[config.mk]
export PLATFORM = sky130hd
export DESIGN_NAME = i2c_simple_top
export DESIGN_NICKNAME = d
export VERILOG_FILES = /design/src/rtl/i2c_simple_top.sv
export SDC_FILE = /design/constraint.sdc
export NUM_CORES = 1
export LEC_CHECK = 0
export CORE_MARGIN = 2
export CORE_UTILIZATION = 57
export DETAILED_ROUTE_END_ITERATION = 8
export HOLD_SLACK_MARGIN = 0.12
export PLACE_DENSITY = 0.83
export REMOVE_ABC_BUFFERS = 1
export SYNTH_ARGS = -nofsm -noshare
export SYNTH_HDL_FRONTEND = slang
export SYNTH_SLANG_ARGS = --single-unit
[constraint.sdc]
create_clock -name fpga_clk -period 2.4 [get_ports fpga_clk]
set_clock_uncertainty 0.15 [all_clocks]
set_input_delay 0.48 -clock fpga_clk [delete_from_list [all_inputs] [get_ports fpga_clk]]
set_output_delay 0.48 -clock fpga_clk [all_outputs]
set_load 0.1 [all_outputs]
[src/rtl/i2c_simple_top.sv]
`default_nettype none
// +--------------------------------------------------------------------------+
// | Module   : i2c_simple_top                                                |
// | Purpose  : I2C loopback subsystem. One single-byte I2C master and one    |
// |            I2C slave share an internal open-drain SCL/SDA bus. A level   |
// |            strobe launches a write (master->slave) or a read             |
// |            (slave->master).                                              |
// | Ports    : fpga_clk        - system clock for master and slave           |
// |            mast_rst        - asynchronous active-low reset               |
// |            mast_start_bit  - level launch request (sampled in IDLE)      |
// |            mast_rd_wr      - 0 = write, 1 = read (latched at launch)     |
// |            mast_address    - 7-bit target address (latched at launch)    |
// |            mast_data       - write payload (latched at launch)           |
// |            slave_data      - read payload (latched at address match)     |
// |            slave_data_out  - last byte received by the slave             |
// |            data_from_slave - last byte read by the master                |
// |            scl_o/sda_o/busy- bus probe, only with I2C_BUS_PROBE_EN       |
// | Options  : `define I2C_BUS_PROBE_EN adds scl_o, sda_o and busy outputs.  |
// | Revision : 1.0 - initial release                                         |
// +--------------------------------------------------------------------------+
module i2c_simple_top #(
  parameter logic [6:0]  SLAVE_ADDR = 7'h7A,
  parameter int unsigned DIV        = 25
) (
  input  logic       fpga_clk,
  input  logic       mast_rst,
  input  logic       mast_start_bit,
  input  logic       mast_rd_wr,
  input  logic [6:0] mast_address,
  input  logic [7:0] mast_data,
  input  logic [7:0] slave_data,
  output logic [7:0] slave_data_out,
  output logic [7:0] data_from_slave
`ifdef I2C_BUS_PROBE_EN
  ,
  output logic       scl_o,
  output logic       sda_o,
  output logic       busy
`endif
);

  localparam int unsigned c_bit_clks = 4 * DIV;
  localparam int unsigned c_qw       = $clog2(DIV);
  localparam int unsigned c_gw       = $clog2(c_bit_clks + 1);
  localparam logic [c_qw-1:0] c_q_last   = c_qw'(DIV - 1);
  localparam logic [c_gw-1:0] c_gap_full = c_gw'(c_bit_clks);

  // ---------------------------------------------------------------- master
  typedef enum logic [3:0] {
    M_IDLE  = 4'd0,
    M_START = 4'd1,
    M_ADDR  = 4'd2,
    M_AACK  = 4'd3,
    M_WDATA = 4'd4,
    M_WACK  = 4'd5,
    M_RDATA = 4'd6,
    M_RACK  = 4'd7,
    M_STOP  = 4'd8
  } m_state_t;

  m_state_t        r_mst;
  m_state_t        w_mst_nxt;
  logic [c_qw-1:0] r_qcnt;
  logic [1:0]      r_phase;
  logic [2:0]      r_mbit;
  logic [c_gw-1:0] r_gap;
  logic            r_rw;
  logic            r_ack_ok;
  logic [7:0]      r_abyte;
  logic [7:0]      r_wbyte;
  logic [7:0]      r_mrx;

  logic w_qtick;
  logic w_sample;
  logic w_bit_end;
  logic w_gap_done;
  logic w_launch;
  logic w_scl_hi;
  logic w_m_scl;
  logic w_m_pull;
  logic w_scl;
  logic w_sda;

  // slave pull is declared early because the bus resolves both drivers
  logic r_s_pull;

  assign w_qtick    = (r_mst != M_IDLE) && (r_qcnt == c_q_last);
  assign w_sample   = w_qtick && (r_phase == 2'd2);
  assign w_bit_end  = w_qtick && (r_phase == 2'd3);
  assign w_gap_done = (r_gap == c_gap_full);
  assign w_launch   = (r_mst == M_IDLE) && mast_start_bit && w_gap_done;
  // SCL is high during quarters 1 and 2 of every data/ack bit
  assign w_scl_hi   = r_phase[0] ^ r_phase[1];

  // open-drain bus: SDA is low whenever either side pulls
  assign w_scl = w_m_scl;
  assign w_sda = ~(w_m_pull | r_s_pull);

  always_ff @(posedge fpga_clk or negedge mast_rst) begin
    if (!mast_rst) r_mst <= M_IDLE;
    else           r_mst <= w_mst_nxt;
  end

  always_comb begin
    w_mst_nxt = r_mst;
    w_m_scl   = 1'b1;
    w_m_pull  = 1'b0;
    case (r_mst)
      M_IDLE: begin
        if (w_launch) w_mst_nxt = M_START;
      end
      M_START: begin
        // SDA falls in quarter 1 with SCL high, SCL drops in quarter 3
        w_m_scl  = (r_phase != 2'd3);
        w_m_pull = (r_phase != 2'd0);
        if (w_bit_end) w_mst_nxt = M_ADDR;
      end
      M_ADDR: begin
        w_m_scl  = w_scl_hi;
        w_m_pull = ~r_abyte[3'd7 - r_mbit];
        if (w_bit_end && (r_mbit == 3'd7)) w_mst_nxt = M_AACK;
      end
      M_AACK: begin
        w_m_scl = w_scl_hi;
        if (w_bit_end) w_mst_nxt = r_ack_ok ? (r_rw ? M_RDATA : M_WDATA) : M_STOP;
      end
      M_WDATA: begin
        w_m_scl  = w_scl_hi;
        w_m_pull = ~r_wbyte[3'd7 - r_mbit];
        if (w_bit_end && (r_mbit == 3'd7)) w_mst_nxt = M_WACK;
      end
      M_WACK: begin
        w_m_scl = w_scl_hi;
        if (w_bit_end) w_mst_nxt = M_STOP;
      end
      M_RDATA: begin
        w_m_scl = w_scl_hi;
        if (w_bit_end && (r_mbit == 3'd7)) w_mst_nxt = M_RACK;
      end
      M_RACK: begin
        // SDA released: the master always NACKs the single data byte
        w_m_scl = w_scl_hi;
        if (w_bit_end) w_mst_nxt = M_STOP;
      end
      M_STOP: begin
        // SDA held low until SCL is high, then released in quarter 2
        w_m_scl  = (r_phase != 2'd0);
        w_m_pull = (r_phase[1] == 1'b0);
        if (w_bit_end) w_mst_nxt = M_IDLE;
      end
      default: w_mst_nxt = M_IDLE;
    endcase
  end

  always_ff @(posedge fpga_clk or negedge mast_rst) begin
    if (!mast_rst) begin
      r_qcnt          <= '0;
      r_phase         <= 2'd0;
      r_mbit          <= 3'd0;
      r_gap           <= '0;
      r_rw            <= 1'b0;
      r_ack_ok        <= 1'b0;
      r_abyte         <= 8'h00;
      r_wbyte         <= 8'h00;
      r_mrx           <= 8'h00;
      data_from_slave <= 8'h00;
    end else begin
      if (r_mst == M_IDLE) begin
        r_qcnt  <= '0;
        r_phase <= 2'd0;
      end else if (r_qcnt == c_q_last) begin
        r_qcnt  <= '0;
        r_phase <= r_phase + 2'd1;
      end else begin
        r_qcnt  <= r_qcnt + c_qw'(1);
      end

      // bus must stay idle for a full bit period before the next launch
      if (r_mst != M_IDLE)  r_gap <= '0;
      else if (!w_gap_done) r_gap <= r_gap + c_gw'(1);

      if (w_launch) begin
        r_rw     <= mast_rd_wr;
        r_abyte  <= {mast_address, mast_rd_wr};
        r_wbyte  <= mast_data;
        r_mbit   <= 3'd0;
        r_ack_ok <= 1'b0;
        r_mrx    <= 8'h00;
      end

      if (w_bit_end && ((r_mst == M_ADDR) || (r_mst == M_WDATA) || (r_mst == M_RDATA)))
        r_mbit <= r_mbit + 3'd1;

      if (w_sample && (r_mst == M_AACK))  r_ack_ok <= ~w_sda;
      if (w_sample && (r_mst == M_RDATA)) r_mrx    <= {r_mrx[6:0], w_sda};

      if (w_bit_end && (r_mst == M_RACK)) data_from_slave <= r_mrx;
    end
  end

  // ----------------------------------------------------------------- slave
  typedef enum logic [3:0] {
    S_IDLE   = 4'd0,
    S_ADDR   = 4'd1,
    S_AACK0  = 4'd2,
    S_AACK1  = 4'd3,
    S_WDATA  = 4'd4,
    S_WACK0  = 4'd5,
    S_WACK1  = 4'd6,
    S_RDATA  = 4'd7,
    S_RACK   = 4'd8,
    S_IGNORE = 4'd9
  } s_state_t;

  s_state_t   r_sst;
  s_state_t   w_sst_nxt;
  logic       r_scl_q, r_scl_qq, r_sda_q, r_sda_qq;
  logic [2:0] r_sbit;
  logic [7:0] r_srx;
  logic [7:0] r_stx;
  logic       r_srw;

  logic       w_s_rise, w_s_fall, w_s_start, w_s_stop, w_addr_hit;
  logic [7:0] w_srx_nxt;

  assign w_s_rise   = r_scl_q & ~r_scl_qq;
  assign w_s_fall   = ~r_scl_q & r_scl_qq;
  assign w_s_start  = r_scl_q & r_scl_qq & r_sda_qq & ~r_sda_q;
  assign w_s_stop   = r_scl_q & r_scl_qq & ~r_sda_qq & r_sda_q;
  assign w_srx_nxt  = {r_srx[6:0], r_sda_q};
  assign w_addr_hit = (w_srx_nxt[7:1] == SLAVE_ADDR);

  always_ff @(posedge fpga_clk or negedge mast_rst) begin
    if (!mast_rst) r_sst <= S_IDLE;
    else           r_sst <= w_sst_nxt;
  end

  // "0" states wait for the fall that ends the byte, "1" states hold the ack
  always_comb begin
    w_sst_nxt = r_sst;
    if (w_s_start) begin
      w_sst_nxt = S_ADDR;
    end else if (w_s_stop) begin
      w_sst_nxt = S_IDLE;
    end else begin
      case (r_sst)
        S_ADDR:  if (w_s_rise && (r_sbit == 3'd7)) w_sst_nxt = w_addr_hit ? S_AACK0 : S_IGNORE;
        S_AACK0: if (w_s_fall) w_sst_nxt = S_AACK1;
        S_AACK1: if (w_s_fall) w_sst_nxt = r_srw ? S_RDATA : S_WDATA;
        S_WDATA: if (w_s_rise && (r_sbit == 3'd7)) w_sst_nxt = S_WACK0;
        S_WACK0: if (w_s_fall) w_sst_nxt = S_WACK1;
        S_WACK1: if (w_s_fall) w_sst_nxt = S_IDLE;
        S_RDATA: if (w_s_fall && (r_sbit == 3'd7)) w_sst_nxt = S_RACK;
        default: w_sst_nxt = r_sst;
      endcase
    end
  end

  always_ff @(posedge fpga_clk or negedge mast_rst) begin
    if (!mast_rst) begin
      r_scl_q        <= 1'b1;
      r_scl_qq       <= 1'b1;
      r_sda_q        <= 1'b1;
      r_sda_qq       <= 1'b1;
      r_sbit         <= 3'd0;
      r_srx          <= 8'h00;
      r_stx          <= 8'h00;
      r_srw          <= 1'b0;
      r_s_pull       <= 1'b0;
      slave_data_out <= 8'h00;
    end else begin
      r_scl_q  <= w_scl;
      r_scl_qq <= r_scl_q;
      r_sda_q  <= w_sda;
      r_sda_qq <= r_sda_q;

      if (w_s_start || w_s_stop) begin
        r_sbit   <= 3'd0;
        r_s_pull <= 1'b0;
      end else begin
        case (r_sst)
          S_ADDR: begin
            if (w_s_rise) begin
              r_srx  <= w_srx_nxt;
              r_sbit <= r_sbit + 3'd1;
              if ((r_sbit == 3'd7) && w_addr_hit) begin
                r_srw <= w_srx_nxt[0];
                r_stx <= slave_data;
              end
            end
          end
          S_AACK0: if (w_s_fall) r_s_pull <= 1'b1;
          S_AACK1: begin
            if (w_s_fall) begin
              r_sbit <= 3'd0;
              if (r_srw) begin
                r_s_pull <= ~r_stx[7];
                r_stx    <= {r_stx[6:0], 1'b0};
              end else begin
                r_s_pull <= 1'b0;
              end
            end
          end
          S_WDATA: begin
            if (w_s_rise) begin
              r_srx  <= w_srx_nxt;
              r_sbit <= r_sbit + 3'd1;
            end
          end
          S_WACK0: begin
            if (w_s_fall) begin
              r_s_pull       <= 1'b1;
              slave_data_out <= r_srx;
            end
          end
          S_WACK1: if (w_s_fall) r_s_pull <= 1'b0;
          S_RDATA: begin
            // each fall presents the next bit; the fall after bit 0 releases SDA
            if (w_s_fall) begin
              if (r_sbit == 3'd7) begin
                r_s_pull <= 1'b0;
                r_sbit   <= 3'd0;
              end else begin
                r_s_pull <= ~r_stx[7];
                r_stx    <= {r_stx[6:0], 1'b0};
                r_sbit   <= r_sbit + 3'd1;
              end
            end
          end
          default: r_s_pull <= 1'b0;
        endcase
      end
    end
  end

`ifdef I2C_BUS_PROBE_EN
  assign scl_o = w_scl;
  assign sda_o = w_sda;
  assign busy  = (r_mst != M_IDLE);
`endif

endmodule
`default_nettype wire

=== After elaboration in Yosys (flattened, before gate mapping) ===
Index checks and enable logic that the tools add are counted.
W data, S select, Z words.

* Add/sub/neg operators: 6
* Reductions and logical operators: 38
* Multiplexer cells: 62
* Order comparisons: 1
* Equal/unequal tests: 51
* Bitwise gates (word level): 19

{| class="wikitable"
|+ Operators with widths
! cell !! number
|-
| $mux W4 || 19
|-
| $mux W8 || 8
|-
| $eq A4 B3 Y1 const B || 8
|-
| $pmux W4 S8 || 1
|-
| $ne A2 B2 Y1 const B || 14
|-
| $ne A4 B4 Y1 const B || 7
|-
| $pmux W4 S7 || 1
|-
| $pmux W8 S3 || 1
|-
| $reduce_and A8 Y1 || 3
|-
| $mux W3 || 7
|-
| $eq A4 B2 Y1 const B || 4
|-
| $eq A7 B7 Y1 const B || 2
|-
| $mux W7 || 2
|-
| $logic_and A1 B1 Y1 || 13
|-
| $mux W1 || 11
|-
| $mux W5 || 2
|-
| $not A1 Y1 || 10
|-
| $reduce_bool A2 Y1 || 5
|-
| $ne A3 B3 Y1 const B || 3
|-
| $pmux W3 S3 || 1
|-
| $reduce_bool A9 Y1 || 1
|-
| $eq A4 B1 Y1 const B || 2
|-
| $mux W2 || 4
|-
| $reduce_and A4 Y1 || 2
|-
| other kinds (27) || 46
|}

* Input port bits: 27
* Output and inout port bits: 16
* Register bits: 92
* Logic and storage cells: 199

=== Longest topological paths before layout ===
* Depth in word-level cells: 8
* Mapped depth: 9
* Depth with buffers taken out: 7

=== Least setup slack after synthesis ===
OpenSTA, ideal clock, no wires.

* Kind: flip-flop to flip-flop
* Start: register r_scl_q
* End: register r_sbit[1]
* Data required time: 2,173 ps
* Cell stages (with the launch flop): 7
* Arrival time: 1,818 ps
* Setup slack: 355 ps
* Setup time: 77 ps
* Path buffers: 1
* Clock period less this slack: 2,045 ps
* Cells stage by stage: dfstp_2 -> buf_4 -> nor2b_1 -> nand3_4 -> o41a_4 -> or4b_1 -> a21oi_1

* Word-level cells in the longest chain between the ends: 6
* Elaborated cells on any way between the ends: 15
* Classes of those cells: eq/ne (3); mux (1); bitwise (8); reduce/logical (3)

{| class="wikitable"
|+ RTL lines
! element !! RTL line !! text
|-
| from (decl) || 217 || <nowiki>logic r_scl_q, r_scl_qq, r_sda_q, r_sda_qq;</nowiki>
|-
| from (signal assigned) || 272 || <nowiki>r_scl_q <= w_scl;</nowiki>
|-
| $and A1 B1 Y1 || 228, 229 ||
|-
| $and A1 B1 Y1, on equally long branches (2 in series) || 228, 229 ||
|-
| $logic_or A1 B1 Y1 || 277 || <nowiki>if (w_s_start || w_s_stop) begin</nowiki>
|-
| $ne A3 B1 Y1 (no source line), or another cell as far along || - ||
|-
| $reduce_and A4 Y1 (no source line) || - ||
|-
| to (signal assigned) || 285 || <nowiki>r_sbit <= r_sbit + 3'd1;</nowiki>
|-
| to (signal assigned) || 307 || <nowiki>r_sbit <= r_sbit + 3'd1;</nowiki>
|-
| to (signal assigned) || 326 || <nowiki>r_sbit <= r_sbit + 3'd1;</nowiki>
|-
| to (decl) || 218 || <nowiki>logic [2:0] r_sbit;</nowiki>
|}

Parallel ways exist; a longest one is shown, timed or not.
A chain may end at the register's enable or synchronous reset.

=== Final worst setup path ===
* Start: register r_qcnt[0]
* End: register data_from_slave[6]

* Word-level cells in the longest chain between the ends: 4

{| class="wikitable"
|+ RTL lines
! element !! RTL line !! text
|-
| from (decl) || 63 || <nowiki>logic [c_qw-1:0] r_qcnt;</nowiki>
|-
| from (signal assigned) || 175 || <nowiki>r_qcnt <= r_qcnt + c_qw'(1);</nowiki>
|-
| $eq A5 B5 Y1 || 87 || <nowiki>assign w_qtick = (r_mst != M_IDLE) && (r_qcnt == c_q_last);</nowiki>
|-
| $logic_and A1 B1 Y1 || 87 ||
|-
| $logic_and A1 B1 Y1 || 89 || <nowiki>assign w_bit_end = w_qtick && (r_phase == 2'd3);</nowiki>
|-
| $logic_and A1 B1 Y1 || 197 || <nowiki>if (w_bit_end && (r_mst == M_RACK)) data_from_slave <= r_mrx;</nowiki>
|-
| to (signal assigned) || 197 ||
|-
| to (decl) || 33 || <nowiki>output logic [7:0] data_from_slave</nowiki>
|}

No other way between the ends.

==> Implementation_results.wiki <==
{| class="wikitable"
! Metric !! Value
|-
| Via count || 3337
|-
| Synthesized flop and latch total || 91
|-
| Most numerous cell in the Yosys netlist || sky130_fd_sc_hd__dfrtp_1
|-
| Vias/cell || between 5 and 6
|-
| Final hold slack || 0.272 ns
|-
| Antenna violations before repair || 0
|-
| Maximum net fanout on the critical path || 8
|-
| Hold violation total from the final report || 0
|-
| TritonCTS clock tree || built
|-
| Dominant cell type by area after synthesis || sky130_fd_sc_hd__dfrtp_1
|-
| Leakage Power || roughly 2.5 nW
|-
| Global-route wire length before repair || 15000 µm
|-
| Die boundary width || 92.2 µm
|-
| Number of enable-type register cells in the synthesized netlist || 0
|-
| Fill cell total of the finished layout || 564
|-
| I/O Buffers || 42
|-
| Post-route insts no fill || just under 600
|-
| Area enclosed by the die boundary || 8510 µm²
|-
| Most frequent cells after synthesis || sky130_fd_sc_hd__dfrtp_1 (87), sky130_fd_sc_hd__nand2_1 (75), sky130_fd_sc_hd__nor2_1 (27)
|-
| Worst Hold Class || reg2reg
|-
| Core Box Area || 7650 µm²
|-
| Count of boundary I/O pins || 43
|-
| Clock Tree Root || sky130_fd_sc_hd__clkbuf_8
|-
| All-Layer GR Usage || 22.3%
|-
| Later-pin clock latency in the skew report || 0.37 ns
|-
| Beginning of the worst register-to-register path || r_qcnt[0]
|-
| Syn-to-layout area delta || 18.0%
|-
| Endpoints failing setup || 0
|-
| Number of placed instances, taps included || ~560
|-
| Period minus WS final || 2.17 ns
|-
| Antenna viol nets, final || 0
|-
| Post-synth top area share || 49.1%
|-
| Fraction of the yosys area taken by sequential cells || approximately half
|-
| Worst IR Drop VDD || 0.365 mV
|-
| Fraction of layout cells with a size suffix above 1 || 18.8%
|-
| Cts-stage hold buffer count || 1
|-
| Number of violations reported at the end of detailed-routing iteration 0 || approximately 210
|-
| Total half-perimeter wirelength after legalization and detailed placement || 6200 µm
|-
| Primary flip-flop cell chosen by synthesis mapping || sky130_fd_sc_hd__dfrtp_1
|-
| Grt ovf || 0
|-
| Number of gates resized after cts || 0
|-
| Number of distinct library cells after synthesis || 60
|-
| Maximum clock frequency || 0.461 GHz
|-
| Number of design rule violations left after detail routing || 0
|-
| Origin of the worst min-delay path || r_sda_q
|-
| Setup TNS || 0 ns
|-
| Power density over cell area || 501 nW/µm²
|-
| Core Rows || 32
|-
| Initial Utilization || 58.0%
|-
| Critical Path Source Type || register
|-
| RePlAce Congestion || around 0.9
|-
| Share of synthesized flip-flops with an asynchronous set or reset || 100%
|-
| Number of global-route vias before repair || 3285
|-
| Final Worst Setup Slack || 0.231 ns
|-
| GR met3 Demand/Resource || 3.94%
|-
| Largest net degree at the start of global routing || 43
|-
| Number of cells on the worst hold path || 0
|-
| CTS clk-pin slew, worst paths || ~0.10 ns
|-
| Final core utilization || 68.5%
|-
| H-tree lvl count || 3
|-
| Required time at the worst-slack endpoint || 2.51 ns
|-
| Average detailed-routed wire length per instance || between 10 and 15 µm
|-
| Drt first pass iters || 4
|-
| Post-CTS setup buffer count || 0
|-
| Run status || complete, no violations
|-
| R2R Path End || data_from_slave[6]
|-
| Actual slew at the worst max-slew pin || 0.542 ns
|-
| R2R depth || 7
|-
| Relative slew slack || about 64%
|-
| Nets || ~500
|-
| Setup slack, reg-to-reg || 0.23 ns
|-
| Final wirelength || a little under 9000 µm
|-
| Number of clock sinks seen by CTS || 91
|-
| Setup slack at placement || 0.238 ns
|-
| M2 GR Usage || 35.3%
|-
| Longest Clk Path Bufs || 2
|-
| Kind of end point of the critical path || register
|-
| Number of violations of the max-capacitance limit || 0
|-
| Busiest layer in global routing || met2
|-
| Synthesized area divided by synthesized cell count || 10.7 µm²
|-
| Height of the die || 92.2 µm
|-
| Netlist Area Pre-Place || 4440 µm²
|-
| TritonCTS Buffers || 9
|-
| Cells taking the most area after synthesis || sky130_fd_sc_hd__dfrtp_1 (49%), sky130_fd_sc_hd__nand2_1 (6.3%), sky130_fd_sc_hd__mux2_2 (4.3%)
|-
| Endpoint of the worst hold path || r_sda_qq
|-
| Synth Instances || just over 400
|-
| Number of inserted diodes || 0
|-
| RSZ-0062 raised after global routing || false
|-
| Final Max Slew Viols || 0
|-
| Arrival time of the worst setup path || approximately 2.3 ns
|-
| Fraction of met1 tracks used by global routing || 30.2%
|-
| Tcrit/Tclk final || 90.4%
|-
| Class of the most critical setup path || reg2reg
|-
| Yosys synthesis warning count || 0
|}
[state kept, by name, summed over array words and instances, names as in the netlist, 2 cells and up]
register and cells:
r_stx 8, r_sst 4, r_wbyte 8, r_gap 7, r_sbit 3, r_qcnt 5
r_mrx 8, slave_data_out 8, r_abyte 8, r_phase 2, r_mbit 3, r_srx 8
data_from_slave 8, r_mst 4
[cell type report]
class,instances,area (µm²),share of cell area (%)
inverter,14,52.6,1.00
clock inverter,7,71.3,1.36
clock buffer,9,124,2.37
tap,102,128,2.44
sequential,91,2280,43.6
multi-input combinational,292,2010,38.4
timing repair buffer,65,566,10.8
[stage by stage]
stage | total power, mW | instance area, µm²
detailed placement | 1.64 | 5030
finish | 2.62 | 5240
global route | 2.72 | 5240
CTS | 2.65 | 5240
floorplan | 1.56 | 4350
global placement | 1.64 | 5030
[critical path: stages, from the launching register on]
cell and delay, ns:
sky130_fd_sc_hd__dfrtp_1 0.41, sky130_fd_sc_hd__inv_1 0.07, sky130_fd_sc_hd__ha_1 0.17, sky130_fd_sc_hd__nand4b_1 0.14, sky130_fd_sc_hd__nor2_1 0.15, sky130_fd_sc_hd__nand2_1 0.10
sky130_fd_sc_hd__or3_1 0.50, sky130_fd_sc_hd__mux2_1 0.37
[metal layers]
layer  vias to the layer above  part of all wire, %
li1                       1586                    -
met1                      1648                   44
met2                        88                   50
met3                        15                  4.0
met4                         0                  2.1
met5                         -                    0
[power by group]
group          internal (mW)  total, mW  switching (mW)
Combinational         0.0426     0.0785          0.0359
Clock                  0.405       1.01           0.607
Sequential              1.53       1.53               0
Total                   1.98       2.62           0.643
[layout by cell type (no fill, tap or decap), types with 2 or more instances in the layout]
master / instances
sky130_fd_sc_hd__a22o_1: 10
sky130_fd_sc_hd__or4_1: 2
sky130_fd_sc_hd__mux4_2: 4
sky130_fd_sc_hd__nand2b_1: 6
sky130_fd_sc_hd__and3_1: 4
sky130_fd_sc_hd__xnor2_1: 3
sky130_fd_sc_hd__nand4_1: 3
sky130_fd_sc_hd__or4b_1: 2
sky130_fd_sc_hd__o22ai_1: 9
sky130_fd_sc_hd__mux2_2: 17
sky130_fd_sc_hd__a2bb2oi_1: 7
sky130_fd_sc_hd__mux2i_1: 5
sky130_fd_sc_hd__nand2_1: 75
sky130_fd_sc_hd__clkbuf_8: 9
sky130_fd_sc_hd__dfstp_2: 4
sky130_fd_sc_hd__or3_1: 4
sky130_fd_sc_hd__nand4b_1: 2
sky130_fd_sc_hd__a31oi_1: 2
sky130_fd_sc_hd__mux2_1: 11
sky130_fd_sc_hd__dfrtp_1: 87
sky130_fd_sc_hd__clkdlybuf4s50_1: 25
sky130_fd_sc_hd__clkinvlp_4: 2
sky130_fd_sc_hd__inv_1: 13
sky130_fd_sc_hd__ha_1: 11
sky130_fd_sc_hd__nor2b_1: 6
sky130_fd_sc_hd__buf_4: 38
sky130_fd_sc_hd__o21ai_1: 2
sky130_fd_sc_hd__nor3_1: 6
sky130_fd_sc_hd__nor2_1: 27
sky130_fd_sc_hd__a21o_1: 3
sky130_fd_sc_hd__nand3_1: 10
sky130_fd_sc_hd__xor2_1: 5
sky130_fd_sc_hd__o211ai_1: 5
sky130_fd_sc_hd__inv_8: 2
sky130_fd_sc_hd__a21oi_1: 15
sky130_fd_sc_hd__and4b_1: 2
sky130_fd_sc_hd__o21ai_0: 10
[worst max-delay path by stage]
stage / from / end / cells past startpoint
2_1_floorplan: r_gap[0] / r_mrx[0] / 7
3_3_place_gp: r_qcnt[0] / data_from_slave[5] / 7
3_5_place_dp: r_qcnt[0] / data_from_slave[3] / 7
4_1_cts: r_qcnt[0] / data_from_slave[3] / 7
5_1_grt: r_qcnt[0] / data_from_slave[2] / 7
6_report: r_qcnt[0] / data_from_slave[6] / 7
[logic make-up (layout without fill, tap and decap cells)]
family	Yosys count	count (layout)	synth area share (%)
AOI/OAI and AO/OA	76	76	12.2
buffers and inverters	32	95	3.21
DFF	91	91	51.4
adders and majority gates	11	11	3.10
xor gates and xnor gates	9	9	1.95
muxes	37	37	10.3
and+or+nand+nor	159	159	17.8
Note: power is estimated with default switching activity, not from simulation.
